===== src/rtl/reset_gen_if.sv =====
// ---------------------------------------------------------------------------
// reset_gen_if
// Groups the reset generator's software handshake and its reset/status
// outputs. The clock and raw reset stay plain ports on reset_gen.
//
// Signals:
//   sw_req_i     software reset request (level, held until sw_ack_o)
//   sw_ack_o     one-cycle pulse: software reset completed
//   rst_no       generated reset, active-low
//   rst_po       generated reset, active-high (always ~rst_no)
//   busy_o       1 while the generator is not in RUN
//   rst_count_o  completed software resets (saturating, optional)
//
// Modports:
//   master  the reset consumer / software requester
//   slave   the reset generator itself
// ---------------------------------------------------------------------------
interface reset_gen_if;
  logic       sw_req_i;
  logic       sw_ack_o;
  logic       rst_no;
  logic       rst_po;
  logic       busy_o;
  logic [7:0] rst_count_o;

  modport master (
    output sw_req_i,
    input  sw_ack_o, rst_no, rst_po, busy_o, rst_count_o
  );

  modport slave (
    input  sw_req_i,
    output sw_ack_o, rst_no, rst_po, busy_o, rst_count_o
  );
endinterface


===== src/rtl/reset_gen.sv =====
// ---------------------------------------------------------------------------
// reset_gen
// Clean reset generator. Takes a clock and a raw asynchronous active-low
// reset and produces a reset with asynchronous assertion and synchronous,
// stretched deassertion. A level request / pulse ack software reset can
// re-assert the output reset for SW_CYCLES cycles while running.
//
// Parameters:
//   SYNC_STAGES  deassertion synchronizer depth (>= 2)
//   HOLD_CYCLES  cycles reset is held after the synchronizer releases (>= 1)
//   SW_CYCLES    cycles reset is asserted per software request (>= 1)
//
// Ports:
//   clk_i   clock
//   rst_ni  raw reset, asynchronous, active-low
//   bus     reset_gen_if.slave: sw_req_i in; sw_ack_o, rst_no, rst_po,
//           busy_o, rst_count_o out
//
// Optional feature: define RESET_GEN_CNT_EN to get a saturating 8-bit count
// of completed software resets on rst_count_o; otherwise it reads 8'h00.
// ---------------------------------------------------------------------------
module reset_gen #(
  parameter int SYNC_STAGES = 2,
  parameter int HOLD_CYCLES = 16,
  parameter int SW_CYCLES   = 8
) (
  input  logic       clk_i,
  input  logic       rst_ni,
  reset_gen_if.slave bus
);

  localparam int MAX_CYCLES = (HOLD_CYCLES > SW_CYCLES) ? HOLD_CYCLES : SW_CYCLES;
  // cnt only has to reach MAX_CYCLES-1 before leaving its state
  localparam int CNT_W = (MAX_CYCLES > 1) ? $clog2(MAX_CYCLES) : 1;
  localparam logic [CNT_W-1:0] HOLD_LAST = CNT_W'(HOLD_CYCLES - 1);
  localparam logic [CNT_W-1:0] SW_LAST   = CNT_W'(SW_CYCLES - 1);

  typedef enum logic [1:0] {
    ST_ASSERT,
    ST_HOLD,
    ST_RUN,
    ST_SW_RST
  } state_t;

  // -------------------------------------------------------------------------
  // Deassertion synchronizer: shifts in 1'b1, cleared asynchronously.
  // -------------------------------------------------------------------------
  logic [SYNC_STAGES-1:0] sync_reg;
  logic [SYNC_STAGES-1:0] sync_next;
  logic                   sync_q;

  assign sync_next[0] = 1'b1;
  generate
    for (genvar gi = 1; gi < SYNC_STAGES; gi++) begin : g_sync
      assign sync_next[gi] = sync_reg[gi-1];
    end
  endgenerate

  always_ff @(posedge clk_i or negedge rst_ni) begin
    if (!rst_ni) begin
      sync_reg <= '0;
    end else begin
      sync_reg <= sync_next;
    end
  end

  assign sync_q = sync_reg[SYNC_STAGES-1];

  // -------------------------------------------------------------------------
  // FSM
  // -------------------------------------------------------------------------
  state_t           state_reg, state_next;
  logic [CNT_W-1:0] cnt_reg, cnt_next;
  logic             rst_n_reg;
  logic             ack_reg, ack_next;

  always_ff @(posedge clk_i or negedge rst_ni) begin
    if (!rst_ni) begin
      state_reg <= ST_ASSERT;
      cnt_reg   <= '0;
      rst_n_reg <= 1'b0;
      ack_reg   <= 1'b0;
    end else begin
      state_reg <= state_next;
      cnt_reg   <= cnt_next;
      // Registered from the next state so rst_no tracks state_reg == RUN
      // exactly, without a decode glitch on the output.
      rst_n_reg <= (state_next == ST_RUN);
      ack_reg   <= ack_next;
    end
  end

  always_comb begin
    state_next = state_reg;
    cnt_next   = cnt_reg;
    ack_next   = 1'b0;
    unique case (state_reg)
      ST_ASSERT: begin
        if (sync_q) begin
          state_next = ST_HOLD;
          cnt_next   = '0;
        end
      end
      ST_HOLD: begin
        cnt_next = cnt_reg + 1'b1;
        if (cnt_reg == HOLD_LAST) begin
          state_next = ST_RUN;
        end
      end
      ST_RUN: begin
        // The ack cycle is spent in RUN with the request ignored, so a
        // requester that drops sw_req_i on seeing the ack gets one reset.
        if (bus.sw_req_i && !ack_reg) begin
          state_next = ST_SW_RST;
          cnt_next   = '0;
        end
      end
      ST_SW_RST: begin
        cnt_next = cnt_reg + 1'b1;
        if (cnt_reg == SW_LAST) begin
          state_next = ST_RUN;
          ack_next   = 1'b1;
        end
      end
      default: begin
        state_next = ST_ASSERT;
      end
    endcase
  end

  assign bus.rst_no   = rst_n_reg;
  assign bus.rst_po   = ~rst_n_reg;
  assign bus.busy_o   = (state_reg != ST_RUN);
  assign bus.sw_ack_o = ack_reg;

  // -------------------------------------------------------------------------
  // Completed software reset counter
  // -------------------------------------------------------------------------
`ifdef RESET_GEN_CNT_EN
  logic [7:0] count_reg;

  // Counts on the same edge that raises sw_ack_o, so the new value is
  // visible during the ack cycle.
  always_ff @(posedge clk_i or negedge rst_ni) begin
    if (!rst_ni) begin
      count_reg <= 8'h00;
    end else if (ack_next && (count_reg != 8'hFF)) begin
      count_reg <= count_reg + 8'd1;
    end
  end

  assign bus.rst_count_o = count_reg;
`else
  assign bus.rst_count_o = 8'h00;
`endif

endmodule


===== src/flat_wrapper.sv =====
// flat-port wrapper written by rule: the top's interface ports become plain ports
module reset_gen_flat 
#(
  parameter int SYNC_STAGES = 2,
  parameter int HOLD_CYCLES = 16,
  parameter int SW_CYCLES   = 8
)
  (clk_i, rst_ni, bus_sw_req_i, bus_sw_ack_o, bus_rst_no, bus_rst_po, bus_busy_o, bus_rst_count_o);
  reset_gen_if bus_i ();
  input  logic clk_i;
  input  logic rst_ni;
  input wire logic [$bits(bus_i.sw_req_i)-1:0] bus_sw_req_i;
  output wire logic [$bits(bus_i.sw_ack_o)-1:0] bus_sw_ack_o;
  output wire logic [$bits(bus_i.rst_no)-1:0] bus_rst_no;
  output wire logic [$bits(bus_i.rst_po)-1:0] bus_rst_po;
  output wire logic [$bits(bus_i.busy_o)-1:0] bus_busy_o;
  output wire logic [$bits(bus_i.rst_count_o)-1:0] bus_rst_count_o;
  assign bus_i.sw_req_i = bus_sw_req_i;
  assign bus_sw_ack_o = bus_i.sw_ack_o;
  assign bus_rst_no = bus_i.rst_no;
  assign bus_rst_po = bus_i.rst_po;
  assign bus_busy_o = bus_i.busy_o;
  assign bus_rst_count_o = bus_i.rst_count_o;
  reset_gen #(.SYNC_STAGES(SYNC_STAGES), .HOLD_CYCLES(HOLD_CYCLES), .SW_CYCLES(SW_CYCLES)) u_core (.clk_i(clk_i), .rst_ni(rst_ni), .bus(bus_i));
endmodule

===== config.mk =====
export PLATFORM = sky130hd
export DESIGN_NAME = reset_gen_flat
export DESIGN_NICKNAME = d
export VERILOG_FILES = /design/src/rtl/reset_gen_if.sv /design/src/rtl/reset_gen.sv /design/src/flat_wrapper.sv
export SDC_FILE = /design/constraint.sdc
export NUM_CORES = 1
export LEC_CHECK = 0
export CORE_AREA = 8 8 45 47
export DETAILED_ROUTE_END_ITERATION = 12
export DIE_AREA = 0 0 53 55
export PLACE_DENSITY_LB_ADDON = 0.15
export SYNTH_ARGS = -nofsm -noshare
export SYNTH_HDL_FRONTEND = slang
export SYNTH_SLANG_ARGS = --single-unit

===== constraint.sdc =====
create_clock -name clk_i -period 1.35 [get_ports clk_i]
set_input_delay 0.135 -clock clk_i [delete_from_list [all_inputs] [get_ports clk_i]]
set_output_delay 0.135 -clock clk_i [all_outputs]
set_load 0.01 [all_outputs]

==> metrics.txt <==
status=finished, final reports clean; IO buf count=6; GR met1 Demand/Resource=8.10%; CTS tree=yes; P per Cell Area=2170 nW/µm²; TritonRoute pass-1 iters=4; chip height=55 µm; r2r worst-path depth=3; Most Used Layer, Global Route=met2; clock slew at reported path FFs=60 ps; gp weighted congestion=0.812; die area=2920 µm²; Final HPWL DP=664 µm; average size of a mapped cell=11.3 µm²; vias in the first global route=308; H-tree levels=1; Setup TNS=0 ps; worst r2r dst=u_core.cnt_reg[3]; Ant. Diodes=0; share of cells above drive strength 1=11.5%; Clock Path Buffers=2; R2R setup slack=120 ps; Final nets=58; Worst path max stage delay=540 ps; Hold Crit Class=input pin to asynchronous set/reset pin; worst-path maximum fanout=3; io pins=15; WP data required=1220 ps; data arrival time of the worst path=1160 ps; FF+latch count, synth=10; CTS sink cnt=10; core area=1380 µm²; M3 GR Usage=1.60%; Final Max Slew Viols=0; max reg flops=4; Seq/Total Area, Yosys=51.7%; minimum clock period=1300 ps; final hold violation count=0; Gate Count Post-Synth=43; Largest delay share family, worst path=buffers and inverters; routed len/inst=12.2 µm; CP startpoint kind=flip-flop; Placed Area=542 µm²; worst flop-to-flop path startpoint=u_core.state_reg[0]; GR Layer Usage met2=9.77%; fin crit share=96.0%; Iteration-0 DRC Markers=2; max_cap viols=0; CP max stage cell=clkdlybuf4s50_1; Leakage=0.252 nW; Worst-Skew Late Latency=260 ps; clock skew=0.697 ps; Cell Chain, Critical Path=clkdlybuf4s50_1; DR vias=313; P&R area growth vs syn=16.0%; first-pass GRT wire length=1.41 mm; Root Buffer=clkbuf_4; CP Class=flip-flop to primary output; Setup-failing EPs final=0; number of antenna violations at the first check in global routing=0; Fmax achieved=772 MHz; Max VDD drop=0.781 mV; worst path bufs/invs=1; Setup Fix Bufs, Post-CTS=0; Detail Route Antenna Nets=0; Ys Warns=0; post-DR vias/cell=4.60; drc violations=0; GR Overflow Total=0; Total GRT Usage=6.78%; CP Capture Type=primary output; cts hold-fix bufs=0; Synth Cell Area=484 µm²; Crit path depth=1; final instance area=562 µm²; final wirelength=831 µm; RSZ-0062 raised after global routing=no; count of cell types in the netlist=19; standard-cell rows=14; die width=53 µm; Num CTS Buffers=3; largest net degree at the start of global routing=11; starting density of the core=35.0%
-- cell type report --
type                            count  area (µm²)
Fill cell                         141         822
Sequential cell                    10         250
Multi-Input combinational cell     28         185
Timing Repair Buffer                8        72.6
Clock buffer                        3        22.5
Tap cell                           16        20.0
Inverter                            3        11.3
-- kinds of logic (layout without fill, tap and decap cells) --
logic type	count (synthesis)	in the layout	share of synthesized area [%]
simple gates	7	7	8.01
fa+ha+maj	1	1	2.58
buf+inv	12	14	15.5
flops	10	10	51.7
compound gates	7	7	12.9
xor+xnor	3	3	5.43
other cells	2	9	1.55
mux	1	1	2.33
-- how the worst max path moves through the flow --
| stage | startpoint | endpoint | slack [ps] |
|---|---|---|---|
| 2_1_floorplan | u_core.state_reg[1] | u_core.cnt_reg[2] | 280 |
| 3_3_place_gp | bus_sw_req_i | u_core.cnt_reg[0] | 120 |
| 3_5_place_dp | bus_sw_req_i | u_core.cnt_reg[3] | 70 |
| 4_1_cts | u_core.bus.sw_ack_o | bus_sw_ack_o | 40 |
| 5_1_grt | u_core.bus.sw_ack_o | bus_sw_ack_o | 2 |
| 6_report | u_core.bus.sw_ack_o | bus_sw_ack_o | 50 |
-- per-layer routing --
metal | vias up | part of all wire [%]
li1 | 147 | -
met1 | 148 | 41
met2 | 14 | 44
met3 | 4 | 12
met4 | 0 | 3.2
met5 | - | 0
-- cell usage in the layout (no fill, tap or decap), drive strengths merged, types with 2 or more instances in the layout --
master and n:
nand3 2, xnor2 2, clkbuf 3, dfrtp 10, nor2 2, dlygate4sd2 2
clkdlybuf4s50 4, buf 2, a22o 3, conb 9, inv 3
-- per-stage QoR --
| stage | std cells | total power, W | setup slack, ps | hold WS (ps) | util (%) |
|---|---|---|---|---|---|
| after floorplan | 50 | 0.000865 | 279 | -161 | - |
| after CTS | 68 | 0.00123 | 35.2 | 198 | 40.6 |
| after global placement | 65 | 0.00103 | 122 | 344 | 39.2 |
| after global routing | 68 | 0.00132 | 2.12 | 231 | 40.6 |
| after detailed placement | 65 | 0.00106 | 72.5 | 355 | 39.2 |
| final | 68 | 0.00122 | 54.2 | 191 | 40.6 |
-- worst register-to-register path, stage by stage (launching register included) --
cell and delay, ps:
dfrtp_1 370, buf_4 160, a311oi_2 420, a22o_1 210
-- report_power, final --
group / switching, W / total [W] / internal [W]
clock: 0.0000894 / 0.000192 / 0.000102
combinational: 0.000232 / 0.000516 / 0.000284
sequential: 0.0000997 / 0.000512 / 0.000413
-- synth_stat cells (all sizes together) --
master  number  area, µm²
xnor2        2       17.5
o22ai        1       6.26
nor2b        1       6.26
xor2         1       8.76
a22o         3       26.3
a311oi       1       15.0
nand3        2       10.0
ha           1       12.5
clkbuf       1       3.75
inv          3       11.3
conb         2       7.51
mux2         1       11.3
buf          8       60.1
or2b         1       7.51
nor2         2       7.51
a41o         1       10.0
nor3b        1       7.51
o21ai        1       5.00
dfrtp       10        250
-- repair_timing --
action,in CTS,in global routing
pin swaps,0,1
resized for setup,2,0
endpoints found under the setup margin,2,2
Power figures use the tool's default switching activity.
